[src/rtl/button_command_decoder.sv]
// button_command_decoder: debounces five synchronized user inputs into armed one-cycle command pulses and stable track levels; define RECORD_LONG_PRESS_EN to add record_long_pulse.
module button_command_decoder #(
  parameter int unsigned DEBOUNCE_CYCLES   = 1000000,
  parameter int unsigned LONG_PRESS_CYCLES = 200000000
) (
  input  logic clock,
  input  logic reset_n,
  input  logic sync_play_button,
  input  logic sync_record_button,
  input  logic sync_reset_button,
  input  logic sync_play_track_switch,
  input  logic sync_record_track_switch,
  output logic play_pulse,
  output logic record_pulse,
  output logic clear_pulse,
  output logic play_track,
  output logic record_track
`ifdef RECORD_LONG_PRESS_EN
  ,
  output logic record_long_pulse
`endif
);
  localparam int CW = $clog2(DEBOUNCE_CYCLES);
  localparam logic [CW-1:0] CMAX = CW'(DEBOUNCE_CYCLES - 1);

  if (DEBOUNCE_CYCLES < 2 || LONG_PRESS_CYCLES <= DEBOUNCE_CYCLES) begin : g_bad_params
    $error("button_command_decoder: DEBOUNCE_CYCLES must be >= 2 and LONG_PRESS_CYCLES > DEBOUNCE_CYCLES");
  end

  // channel order: 0 play, 1 record, 2 clear, 3 play track, 4 record track
  logic [4:0] raw, s_q, s_d;
  logic [CW-1:0] cnt_q [5];
  logic [CW-1:0] cnt_d [5];
  logic [2:0] armed_q, armed_d, rise, fire;
  logic play_q, play_d, rec_q, rec_d, clr_q, clr_d;

  assign raw = {sync_record_track_switch, sync_play_track_switch, sync_reset_button,
                sync_record_button, sync_play_button};

  // debounce every channel, then arm buttons and resolve pulse priority (clear > record > play)
  always_comb begin
    for (int i = 0; i < 5; i++) begin
      s_d[i]   = (raw[i] != s_q[i] && cnt_q[i] == CMAX) ? raw[i] : s_q[i];
      cnt_d[i] = (raw[i] == s_q[i] || cnt_q[i] == CMAX) ? '0 : cnt_q[i] + 1'b1;
    end
    armed_d = armed_q | (~raw[2:0] & ~s_q[2:0]);
    rise    = s_d[2:0] & ~s_q[2:0];
    fire    = rise & armed_q;
    clr_d   = fire[2];
    rec_d   = fire[1] & ~fire[2];
    play_d  = fire[0] & ~fire[1] & ~fire[2];
  end

  // debounce state, arming flags and registered pulses
  always_ff @(posedge clock or negedge reset_n) begin
    if (!reset_n) begin
      s_q     <= '0;
      armed_q <= '0;
      play_q  <= 1'b0;
      rec_q   <= 1'b0;
      clr_q   <= 1'b0;
      for (int i = 0; i < 5; i++) cnt_q[i] <= '0;
    end else begin
      s_q     <= s_d;
      armed_q <= armed_d;
      play_q  <= play_d;
      rec_q   <= rec_d;
      clr_q   <= clr_d;
      cnt_q   <= cnt_d;
    end
  end

  assign play_pulse   = play_q;
  assign record_pulse = rec_q;
  assign clear_pulse  = clr_q;
  assign play_track   = s_q[3];
  assign record_track = s_q[4];

`ifdef RECORD_LONG_PRESS_EN
  localparam int HW = $clog2(LONG_PRESS_CYCLES) + 1;
  localparam logic [HW-1:0] LMAX = HW'(LONG_PRESS_CYCLES - 1);

  logic [HW-1:0] hold_q, hold_d;
  logic long_q, long_d;

  // hold counter saturates at LMAX so the long pulse fires once per press
  always_comb begin
    hold_d = !s_q[1] ? '0 : (armed_q[1] && hold_q != LMAX) ? hold_q + 1'b1 : hold_q;
    long_d = hold_d == LMAX && hold_q != LMAX && !fire[2];
  end

  // long-press counter and pulse registers
  always_ff @(posedge clock or negedge reset_n) begin
    if (!reset_n) begin
      hold_q <= '0;
      long_q <= 1'b0;
    end else begin
      hold_q <= hold_d;
      long_q <= long_d;
    end
  end

  assign record_long_pulse = long_q;
`endif
endmodule

[config.mk]
export PLATFORM = sky130hd
export DESIGN_NAME = button_command_decoder
export DESIGN_NICKNAME = d
export VERILOG_FILES = /design/src/rtl/button_command_decoder.sv
export SDC_FILE = /design/constraint.sdc
export NUM_CORES = 1
export LEC_CHECK = 0
export ABC_AREA = 1
export CAP_MARGIN = 20
export CORE_MARGIN = 2
export CORE_UTILIZATION = 41
export DETAILED_ROUTE_END_ITERATION = 8
export MAX_ROUTING_LAYER = met4
export PLACE_DENSITY_LB_ADDON = 0.1
export SYNTH_ARGS = -nofsm -noshare
export SYNTH_HDL_FRONTEND = slang
export SYNTH_SLANG_ARGS = --single-unit
[constraint.sdc]
create_clock -name clock -period 1.49 [get_ports clock]
set_clock_uncertainty 0.1 [all_clocks]
set_input_delay 0.298 -clock clock [delete_from_list [all_inputs] [get_ports clock]]
set_output_delay 0.298 -clock clock [all_outputs]
set_load 0.02 [all_outputs]
==> results.md <==
- Hold WC Path Type: in2async
- Clock transition at path regs: 0.07 ns
- Most frequent cells in the layout: nand2_1 (148), nor2_1 (123), buf_4 (121), dfrtp_1 (101), inv_1 (71)
- Synth Instances: 788
- Die Area: 15,900 um2
- Initial DRC Count: 436
- Fin crit share: 1.09
- Number of buffers added on ports: 11
- Die height: 126 um
- Commonest non-fill, non-tap cell in the layout: nand2_1
- Drt via density: 4.96
- Synth Register Bits: 111
- Routed WL: 16,200 um
- CTS H-tree depth: 3
- Critical Path RT: 1.64 ns
- All-Layer GR Usage: 0.199
- Max_cap viols: 0
- CP Launch Type: flip-flop
- Fin util: 0.618
- Core outline area: 14,500 um2
- Area Growth Syn to Fin: 47.2%
- CP max stage delay: 0.39 ns
- Clk root buf: clkbuf_16
- Final hold vios: 0
- Final WS setup: -0.130 ns
- Max-slew violations: 0
- Nets: 971
- Violated checks: setup timing
- Seq/Total Area, Yosys: 0.455
- HPWL after DPL: 10,000 um
- Relative slew margins: 0.631
- P per Cell Area: 685 nW/um2
- P_leak: 3.76 nW
- Clock latency on the worst-skew pair: 0.36 ns
- Via count: 5,679
- Die X: 126 um
- Cell Chain, Critical Path: ha_4, nand3_4, buf_6, nor3_4, nand3_4, nand2_8, nor3_2
- Post-Syn Area: 6100 um2
- Status: finished with violations
- Post-Syn Nets: 803
- Detailed-router iteration count before antenna repair: 4
- Final GP Congestion: 0.906
- Largest net degree at the start of global routing: 43
- Post-synthesis average cell area: 7.74 um2
- Avg WL per Cell: 14.2 um
- Minimum clock period: 1.62 ns
- RSZ-0062 raised after global routing: yes
- Layout cells sized above 1: 0.389
- Crit path kind: reg2reg
- DRC violations left: 0
- Slew @ Worst Pin: 0.552 ns
- First-pass GRT wire length: 25,200 um
- Initial antenna violation count: 0
- # IOs: 12
- Clk buf depth: 2
- CP max stage cell: dfrtp_1
- CTS tree: done
- Fill cells: 1,226
- CP arrival: 1.77 ns
- Row count: 44
- Max Clock Freq: 617 MHz
- Maximum VDD drop: 0.608 mV
- Final setup viols: 71
- Top cell by count, worst path: nand3_4
- Critical Path Fanout Max: 8
- Place WS: -0.292 ns
- Ys Warns: 0
- Num Clock Sinks: 111
- ANT cells: 0
- Total power of the final layout: 6.15 mW
- Post-route ant nets: 0
- Clock buffer count from CTS: 9
- GRT overflow: 0
- Cell variety after synth: 30
- Vias in the first global route: 5,624
- Setup crit end kind: flip-flop
- Starting Density: 0.420
==> layer usage <==
| layer | part of all wire | track usage |
|---|---|---|
| met5 | 0 | - |
| met4 | 0.018 | 0.0608 |
| met3 | 0.022 | 0.0459 |
| met2 | 0.53 | 0.346 |
| met1 | 0.43 | 0.228 |
==> sequential cells by signal, indices dropped and copies added (netlist names) <==
signal        flops
armed_q           3
s_q               5
play_pulse        1
clear_pulse       1
cnt_q           100
record_pulse      1
==> report_power, final <==
group	total, mW	switching [mW]	internal (mW)
combinational	0.480	0.278	0.202
clock	2.58	1.17	1.41
sequential	3.08	0.0389	3.04
==> cell usage after synthesis, drive strengths merged <==
| cell type | instances | area share |
|---|---|---|
| o21bai | 2 | 0.0025 |
| a31oi | 4 | 0.0041 |
| and2 | 1 | 0.0010 |
| buf | 5 | 0.010 |
| dfrtp | 111 | 0.46 |
| xnor2 | 9 | 0.013 |
| ha | 8 | 0.016 |
| inv | 84 | 0.052 |
| nor3b | 7 | 0.0086 |
| nand3 | 58 | 0.057 |
| nand4 | 15 | 0.015 |
| o21ai | 7 | 0.0057 |
| or2 | 5 | 0.0051 |
| nor2 | 203 | 0.13 |
| xor2 | 42 | 0.060 |
| a21oi | 13 | 0.011 |
| nand2 | 177 | 0.12 |
| nor3 | 36 | 0.036 |
| and3 | 1 | 0.0010 |
==> cell type report <==
| class | count | area, um2 | area share |
|---|---|---|---|
| well taps | 184 | 230 | 0.0257 |
| multi-input cells | 600 | 4040 | 0.450 |
| repair buffers | 150 | 1280 | 0.142 |
| inverters | 84 | 323 | 0.0360 |
| flip-flops and latches | 111 | 2790 | 0.311 |
| clock buffers | 11 | 253 | 0.0282 |
| clock inverters | 5 | 63.8 | 0.00711 |
==> final timing paths <==
kind | startpoint | endpoint | slack [ns] | cells after the start
setup / recovery | cnt_q[41] | cnt_q[50] | -0.13 | 7
max in group asynchronous | reset_n | cnt_q[83] | 0.48 | 3
hold / removal | reset_n | cnt_q[14] | 0.27 | 2
min in group clock | armed_q[1] | armed_q[1] | 0.38 | 1
hold reg to reg | armed_q[1] | armed_q[1] | 0.38 | 1
setup reg to reg | cnt_q[41] | cnt_q[50] | -0.13 | 7
==> logic make-up after synthesis <==
| group | Yosys count | synth area share |
|---|---|---|
| simple gates | 503 | 0.370 |
| buf+inv | 89 | 0.0622 |
| flops | 111 | 0.455 |
| compound gates | 26 | 0.0230 |
| xor+xnor | 51 | 0.0732 |
| fa+ha+maj | 8 | 0.0164 |
==> stage by stage <==
stage / TNS, ns / hold slack [ns] / area [um2] / std cells
floorplan: -0.313 / -0.0976 / 6140 / 788
global placement: -13.75 / 0.114 / 7250 / 1084
detailed placement: -16.90 / 0.112 / 7250 / 1084
CTS: -3.52 / 0.265 / 7950 / 1115
global route: -11.74 / 0.282 / 8970 / 1145
finish: -5.22 / 0.268 / 8970 / 1145
==> critical path: cells and delay by family, from the launching register on <==
kind / cells / cell delay (ns)
flip-flops: 1 / 0.39
buffers and inverters: 1 / 0.15
adder cells (fa/ha/maj): 1 / 0.16
AND/OR/NAND/NOR: 5 / 0.71
==> timing repair <==
| action | in CTS | in global routing |
|---|---|---|
| gates resized for setup | 69 | 188 |
| buffers inserted | 11 | 21 |
| setup endpoints to repair | 84 | 109 |
| hold buffers | 1 | 0 |
| gates cloned | 3 | 9 |
| hold endpoints to repair | 15 | 0 |
| pin swaps | 20 | 52 |
Power figures use the tool's default switching activity.
